[config.mk]
export PLATFORM = sky130hd
export DESIGN_NAME = lcd_spi_rx_decoder
export DESIGN_NICKNAME = d
export VERILOG_FILES = /design/src/rtl/lcd_spi_pkg.sv /design/src/rtl/lcd_spi_rx_decoder_deser.sv /design/src/rtl/lcd_spi_rx_decoder.sv
export SDC_FILE = /design/constraint.sdc
export NUM_CORES = 1
export LEC_CHECK = 0
export ABC_CLOCK_PERIOD_IN_PS = 4800
export CAP_MARGIN = 10
export CORE_MARGIN = 1.5
export CORE_UTILIZATION = 55
export DETAILED_ROUTE_END_ITERATION = 8
export PLACE_DENSITY = 0.83
export SYNTH_ARGS = -nofsm -noshare
export SYNTH_HDL_FRONTEND = slang
export SYNTH_HIERARCHICAL = 1
export SYNTH_SLANG_ARGS = --single-unit
[constraint.sdc]
create_clock -name sys_clk -period 4.8 [get_ports sys_clk]
set_input_delay 0.48 -clock sys_clk [delete_from_list [all_inputs] [get_ports sys_clk]]
set_output_delay 0.48 -clock sys_clk [all_outputs]
set_load 0.005 [all_outputs]
[src/rtl/lcd_spi_pkg.sv]
// Shared constants and types for the LCD SPI receive decoder.
// Command codes, decoder states and coordinate width.
package lcd_spi_pkg;

  localparam int CW = 9;

  localparam logic [7:0] CMD_CASET = 8'h2A;
  localparam logic [7:0] CMD_RASET = 8'h2B;
  localparam logic [7:0] CMD_RAMWR = 8'h2C;

  typedef enum logic [2:0] {
    IDLE,
    CASET,
    RASET,
    RAMWR,
    SKIP
  } dec_state_t;

endpackage

[src/rtl/lcd_spi_rx_decoder_deser.sv]
// Oversampling SPI deserialiser: synchronisers, sclk rise detect,
// MSB-first shifter, {dc,byte} words and partial-byte error pulse.
module lcd_spi_rx_decoder_deser #(
  parameter int SYNC_STAGES = 2
) (
  input  logic       clk,
  input  logic       rst,
  input  logic       cs,
  input  logic       dc,
  input  logic       sclk,
  input  logic       mosi,
  output logic       word_valid,
  output logic [8:0] word_data,
  output logic       err_partial
);

  logic [SYNC_STAGES-1:0] cs_sync;
  logic [SYNC_STAGES-1:0] dc_sync;
  logic [SYNC_STAGES-1:0] sclk_sync;
  logic [SYNC_STAGES-1:0] mosi_sync;

  logic       cs_s;
  logic       dc_s;
  logic       sclk_s;
  logic       mosi_s;
  logic       sclk_prev;
  logic       rise;
  logic [7:0] shreg;
  logic [2:0] bit_cnt;
  logic       dc_q;
  logic       word_pend;

  assign cs_s   = cs_sync[SYNC_STAGES-1];
  assign dc_s   = dc_sync[SYNC_STAGES-1];
  assign sclk_s = sclk_sync[SYNC_STAGES-1];
  assign mosi_s = mosi_sync[SYNC_STAGES-1];
  assign rise   = sclk_s & ~sclk_prev & ~cs_s;

  // Bring the asynchronous link into the system clock domain.
  always_ff @(posedge clk or posedge rst) begin
    if (rst) begin
      cs_sync   <= '1;
      dc_sync   <= '0;
      sclk_sync <= '0;
      mosi_sync <= '0;
      sclk_prev <= 1'b0;
    end else begin
      cs_sync   <= {cs_sync[SYNC_STAGES-2:0], cs};
      dc_sync   <= {dc_sync[SYNC_STAGES-2:0], dc};
      sclk_sync <= {sclk_sync[SYNC_STAGES-2:0], sclk};
      mosi_sync <= {mosi_sync[SYNC_STAGES-2:0], mosi};
      sclk_prev <= sclk_s;
    end
  end

  // Shift bits on sclk rise; cs high drops any partial byte.
  always_ff @(posedge clk or posedge rst) begin
    if (rst) begin
      shreg       <= '0;
      bit_cnt     <= '0;
      dc_q        <= 1'b0;
      word_pend   <= 1'b0;
      err_partial <= 1'b0;
    end else begin
      err_partial <= 1'b0;
      word_pend   <= 1'b0;
      if (cs_s) begin
        bit_cnt     <= '0;
        err_partial <= (bit_cnt != 3'd0);
      end else if (rise) begin
        shreg   <= {shreg[6:0], mosi_s};
        bit_cnt <= bit_cnt + 3'd1;
        if (bit_cnt == 3'd7) begin
          dc_q      <= dc_s;
          word_pend <= 1'b1;
        end
      end
    end
  end

  // Present the completed word one cycle after the last shift.
  always_ff @(posedge clk or posedge rst) begin
    if (rst) begin
      word_valid <= 1'b0;
      word_data  <= '0;
    end else begin
      word_valid <= word_pend;
      if (word_pend) begin
        word_data <= {dc_q, shreg};
      end
    end
  end

endmodule

[src/rtl/lcd_spi_rx_decoder.sv]
// Display-side LCD SPI responder: decodes CASET/RASET/RAMWR into
// window registers and a stream of addressed RGB565 pixels.
module lcd_spi_rx_decoder
  import lcd_spi_pkg::*;
#(
  parameter int H_RES       = 240,
  parameter int V_RES       = 320,
  parameter int SYNC_STAGES = 2
) (
  input  logic          sys_clk,
  input  logic          sys_rst,
  input  logic          spi_cs,
  input  logic          spi_dc,
  input  logic          spi_sclk,
  input  logic          spi_mosi,
  output logic          word_valid,
  output logic [8:0]    word_data,
  output logic          cmd_valid,
  output logic [7:0]    cmd_code,
  output logic          pixel_valid,
  output logic [15:0]   pixel_data,
  output logic [CW-1:0] pixel_x,
  output logic [CW-1:0] pixel_y,
  output logic [CW-1:0] win_xs,
  output logic [CW-1:0] win_xe,
  output logic [CW-1:0] win_ys,
  output logic [CW-1:0] win_ye,
  output logic          frame_done,
  output logic          err_partial
);

  localparam logic [CW-1:0] XE_RST = CW'(H_RES - 1);
  localparam logic [CW-1:0] YE_RST = CW'(V_RES - 1);

  dec_state_t    state;
  logic [1:0]    prm_cnt;
  logic          prm_hi;
  logic [CW-1:0] prm_start;
  logic [CW-1:0] prm_end;
  logic [CW-1:0] prm_end_c;
  logic          phase_lo;
  logic [7:0]    hi_byte;
  logic [CW-1:0] cur_x;
  logic [CW-1:0] cur_y;
  logic          wdc;
  logic [7:0]    wbyte;

  lcd_spi_rx_decoder_deser #(
    .SYNC_STAGES(SYNC_STAGES)
  ) u_deser (
    .clk        (sys_clk),
    .rst        (sys_rst),
    .cs         (spi_cs),
    .dc         (spi_dc),
    .sclk       (spi_sclk),
    .mosi       (spi_mosi),
    .word_valid (word_valid),
    .word_data  (word_data),
    .err_partial(err_partial)
  );

  assign wdc       = word_data[8];
  assign wbyte     = word_data[7:0];
  assign prm_end   = {prm_hi, wbyte};
  assign prm_end_c = (prm_end < prm_start) ? prm_start : prm_end;

  // Command FSM, window registers and pixel address counters.
  always_ff @(posedge sys_clk or posedge sys_rst) begin
    if (sys_rst) begin
      state       <= IDLE;
      prm_cnt     <= '0;
      prm_hi      <= 1'b0;
      prm_start   <= '0;
      phase_lo    <= 1'b0;
      hi_byte     <= '0;
      cur_x       <= '0;
      cur_y       <= '0;
      cmd_valid   <= 1'b0;
      cmd_code    <= '0;
      pixel_valid <= 1'b0;
      pixel_data  <= '0;
      pixel_x     <= '0;
      pixel_y     <= '0;
      frame_done  <= 1'b0;
      win_xs      <= '0;
      win_xe      <= XE_RST;
      win_ys      <= '0;
      win_ye      <= YE_RST;
    end else begin
      cmd_valid   <= 1'b0;
      pixel_valid <= 1'b0;
      frame_done  <= 1'b0;
      if (word_valid) begin
        if (!wdc) begin
          cmd_valid <= 1'b1;
          cmd_code  <= wbyte;
          prm_cnt   <= '0;
          phase_lo  <= 1'b0;
          case (wbyte)
            CMD_CASET: state <= CASET;
            CMD_RASET: state <= RASET;
            CMD_RAMWR: begin
              state <= RAMWR;
              cur_x <= win_xs;
              cur_y <= win_ys;
            end
            default: state <= SKIP;
          endcase
        end else begin
          case (state)
            CASET, RASET: begin
              prm_cnt <= prm_cnt + 2'd1;
              case (prm_cnt)
                2'd0: prm_hi <= wbyte[0];
                2'd1: prm_start <= {prm_hi, wbyte};
                2'd2: prm_hi <= wbyte[0];
                default: begin
                  state <= IDLE;
                  if (state == CASET) begin
                    win_xs <= prm_start;
                    win_xe <= prm_end_c;
                  end else begin
                    win_ys <= prm_start;
                    win_ye <= prm_end_c;
                  end
                end
              endcase
            end
            RAMWR: begin
              if (!phase_lo) begin
                hi_byte  <= wbyte;
                phase_lo <= 1'b1;
              end else begin
                phase_lo    <= 1'b0;
                pixel_valid <= 1'b1;
                pixel_data  <= {hi_byte, wbyte};
                pixel_x     <= cur_x;
                pixel_y     <= cur_y;
                frame_done  <= (cur_x == win_xe) && (cur_y == win_ye);
                if (cur_x == win_xe) begin
                  cur_x <= win_xs;
                  if (cur_y == win_ye) begin
                    cur_y <= win_ys;
                  end else begin
                    cur_y <= cur_y + CW'(1);
                  end
                end else begin
                  cur_x <= cur_x + CW'(1);
                end
              end
            end
            default: ;
          endcase
        end
      end
    end
  end

endmodule

==> metrics.txt <==
clock latency at the later pin of the worst-skew pair 0.43 ns; final total power 2.75 mW; Yosys cell types 53; Crit. End Element register; worst path cell trace ha_1 > and3_1 > a21o_1 > a211oi_2 > o21a_1 > o211ai_1; clock root cell clkbuf_16; clock-pin transition on the worst setup and hold timing paths about 0.06 ns; Area Overhead vs Synth 23.3%; Synth Area in Simple Gates 16.2%; Synth top area share 49.2%; I/O pin total slightly below 100; width of the die 117 um; Critical Path Source Type register; Synth Area per Inst roughly 10 um^2; xor and xnor area share after synthesis 3.20%; setup TNS 0 ns; Ys Warns 6; Slowest cell on crit path a211oi_2; n_diodes 0; Power Density 313 nW/um^2; Worst Skew 0.00649 ns; Main synth FF type dfrtp_1; die area 13600 um^2; Mapped Nets 706; met3 Use GR 5.92%; synth top area cells dfrtp_1 49%, nand2_1 10%, dfstp_2 5.9%, mux2_2 3.2%, o21ai_0 3.1%; Worst Hold Class reg2reg; largest fanout on the critical path 19; final wirelength 17.8 mm; Max Clk Rate 0.314 GHz; WL per Instance 18.7 um; Max-slew headroom around a fifth; Post-CTS Hold Buffers 0; Max Cap Viol 0; number of global-route vias before repair roughly 5500; Post-synth EDFFs 0; mux cell area share after synthesis 7.70%; first-pass GRT wire length 29.1 mm; clock sinks 156; number of synthesized register bits around 160; GRT busiest layer met2; Max IR drop VDD 250 uV; largest family of logic cells by synthesized area simple AND/OR/NAND/NOR gates; RSZ-0062 raised after global routing no; Fillers 990; GR Util met2 47.4%; Critical Path AT 3.46 ns; adder-cell area share of the yosys netlist 2.99%; initial antenna violation count 0; TritonCTS clock tree done; sequential area share after synthesis 55.2%; largest net degree at the start of global routing 74; 1st-iter DRT viols approximately 470; placed wire-length estimate 12.3 mm; routability congestion estimate 0.919; Slew Viols, Final 0; WS Path Type reg2reg; Max Buffers Root-to-Sink 2; drc violations 0; drt first pass iters 5; Synth Cell Area approximately 7100 um^2; Final period util approximately 66%; status finished, final reports clean; CP top delay family compound AO/OA/AOI/OAI gates; Fin. Hold Viols 0; post-CTS sizing 0; Rows 41; CORE AREA 12600 um^2; H-tree depth 4; Vias/cell 5.72; post-synthesis compound-gate area fraction 10.9%; die height 117 um; area leader, netlist dfrtp_1; Worst-Margin Slew 1.21 ns; GRT overflow 0; final antenna-violating net count 0; fraction of layout cells with a size suffix above 1 approximately an eighth; met1 Resource Use GR 37.8%; CP required 5.08 ns; min cycle time layout 3.18 ns; Total GRT Usage 28.5%; Synth Instances 683; routed vias 5448; CP bufs+invs 0; Leak ~4 nW; CP max stage delay 0.96 ns; Initial Util 56.4%; Post-CTS Setup Bufs 0; Nets 791; final setup vio count 0; share of flip-flops with an asynchronous set or reset 100%; port bufs 97; CTS buffer count 17
## worst register-to-register path, cell delays in order (launching register included)
cell      delay, ns
dfrtp_1        0.50
ha_1           0.36
and3_1         0.19
a21o_1         0.18
a211oi_2       0.96
o21a_1         0.66
o211ai_1       0.19
## cells by family after synthesis
logic type      after synthesis
simple gates                258
flops                       156
compound gates              113
buf+inv                      66
mux                          47
xor+xnor                     26
fa+ha+maj                    17
## cell type report
| class | count | area (um^2) | share of cell area [%] |
|---|---|---|---|
| Clock buffer | 26 | 509 | 5.80 |
| Sequential cell | 156 | 3920 | 44.7 |
| Timing Repair Buffer | 105 | 1030 | 11.8 |
| Inverter | 27 | 104 | 1.18 |
| Tap cell | 172 | 215 | 2.45 |
| Clock inverter | 6 | 60.1 | 0.685 |
| Multi-Input combinational cell | 461 | 2930 | 33.4 |
## where the power goes
part | total, mW | switching [mW] | internal [mW]
logic | 0.0863 | 0.0397 | 0.0466
clock network | 1.28 | 0.502 | 0.779
registers | 1.38 | 0.0300 | 1.35
## Yosys cell counts, drive strengths merged (2+ instances only)
library cell	count
buf	11
o211ai	19
ha	17
or4	2
a21boi	2
mux2	38
a21o	5
clkbuf	28
xnor2	24
o2111ai	18
a211oi	3
nor3b	4
dfstp	16
xor2	2
nand4	10
nand2b	6
a22o	2
nand3	9
nor4	2
o31ai	2
mux2i	9
nor2	11
a21oi	5
a22oi	7
dfrtp	140
inv	26
nand2	197
o21ai	44
and3	10
or3	2
## path summary, 6_finish.rpt
| path | start | to | slack [ns] | cells after the start |
|---|---|---|---|---|
| worst max-delay path | u_deser/word_data[7] | win_ye[6] | 1.62 | 6 |
| worst min-delay path | u_deser/sclk_sync[0] | u_deser/sclk_sync[1] | 0.35 | 0 |
| worst max register to register | u_deser/word_data[7] | win_ye[6] | 1.62 | 6 |
| worst min register to register | u_deser/sclk_sync[0] | u_deser/sclk_sync[1] | 0.35 | 0 |
| max in group asynchronous | sys_rst | cur_x[8] | 3.22 | 3 |
| min in group asynchronous | sys_rst | u_deser/word_pend | 0.54 | 3 |
## through the flow
step           setup slack (ns)  hold WS [ns]  cells  utilization, %  area (um^2)
2_1_floorplan              1.07         0.331    683               -         7110
3_3_place_gp               1.71         0.338    921            65.0         8200
3_5_place_dp               1.69         0.338    921            65.0         8200
4_1_cts                    1.67         0.351    953            69.5         8770
5_1_grt                    1.34         0.353    953            69.5         8770
6_report                   1.62         0.348    953            69.5         8770
## metal layers
layer  part of all wire, %  up-vias
li1                      -     2511
met1                    43     2728
met2                    50      181
met3                   5.1       28
met4                   1.6        0
met5                     0        -
## layout by cell type (no fill, tap or decap), drive strengths merged, types with 3 or more instances in the layout
cell           synthesis  routed
o21ai                 44      44
inv                   26      26
mux2                  38      38
a21oi                  5       5
xnor2                 24      24
clkdlybuf4s50          0      97
ha                    17      17
and3                  10      10
o211ai                19      19
nand2b                 6       6
buf                   11       8
nand4                 10      10
mux2i                  9       9
dfstp                 16      16
a22oi                  7       7
clkinv                 1       4
dfrtp                140     140
nor3b                  4       4
nor2                  11      11
clkbuf                28      26
a21o                   5       5
o2111ai               18      18
nand2                197     197
nand3                  9       9
a211oi                 3       3
## state kept, by name, summed over array words and instances, names as in the netlist, 9 cells and up
register and flops:
cur_x 9, cur_y 9, pixel_data 16, pixel_x 9, pixel_y 9, prm_start 9
u_deser/word_data 9, win_xe 9, win_xs 9, win_ye 9, win_ys 9
No activity file was read; power rests on OpenSTA's default activity.
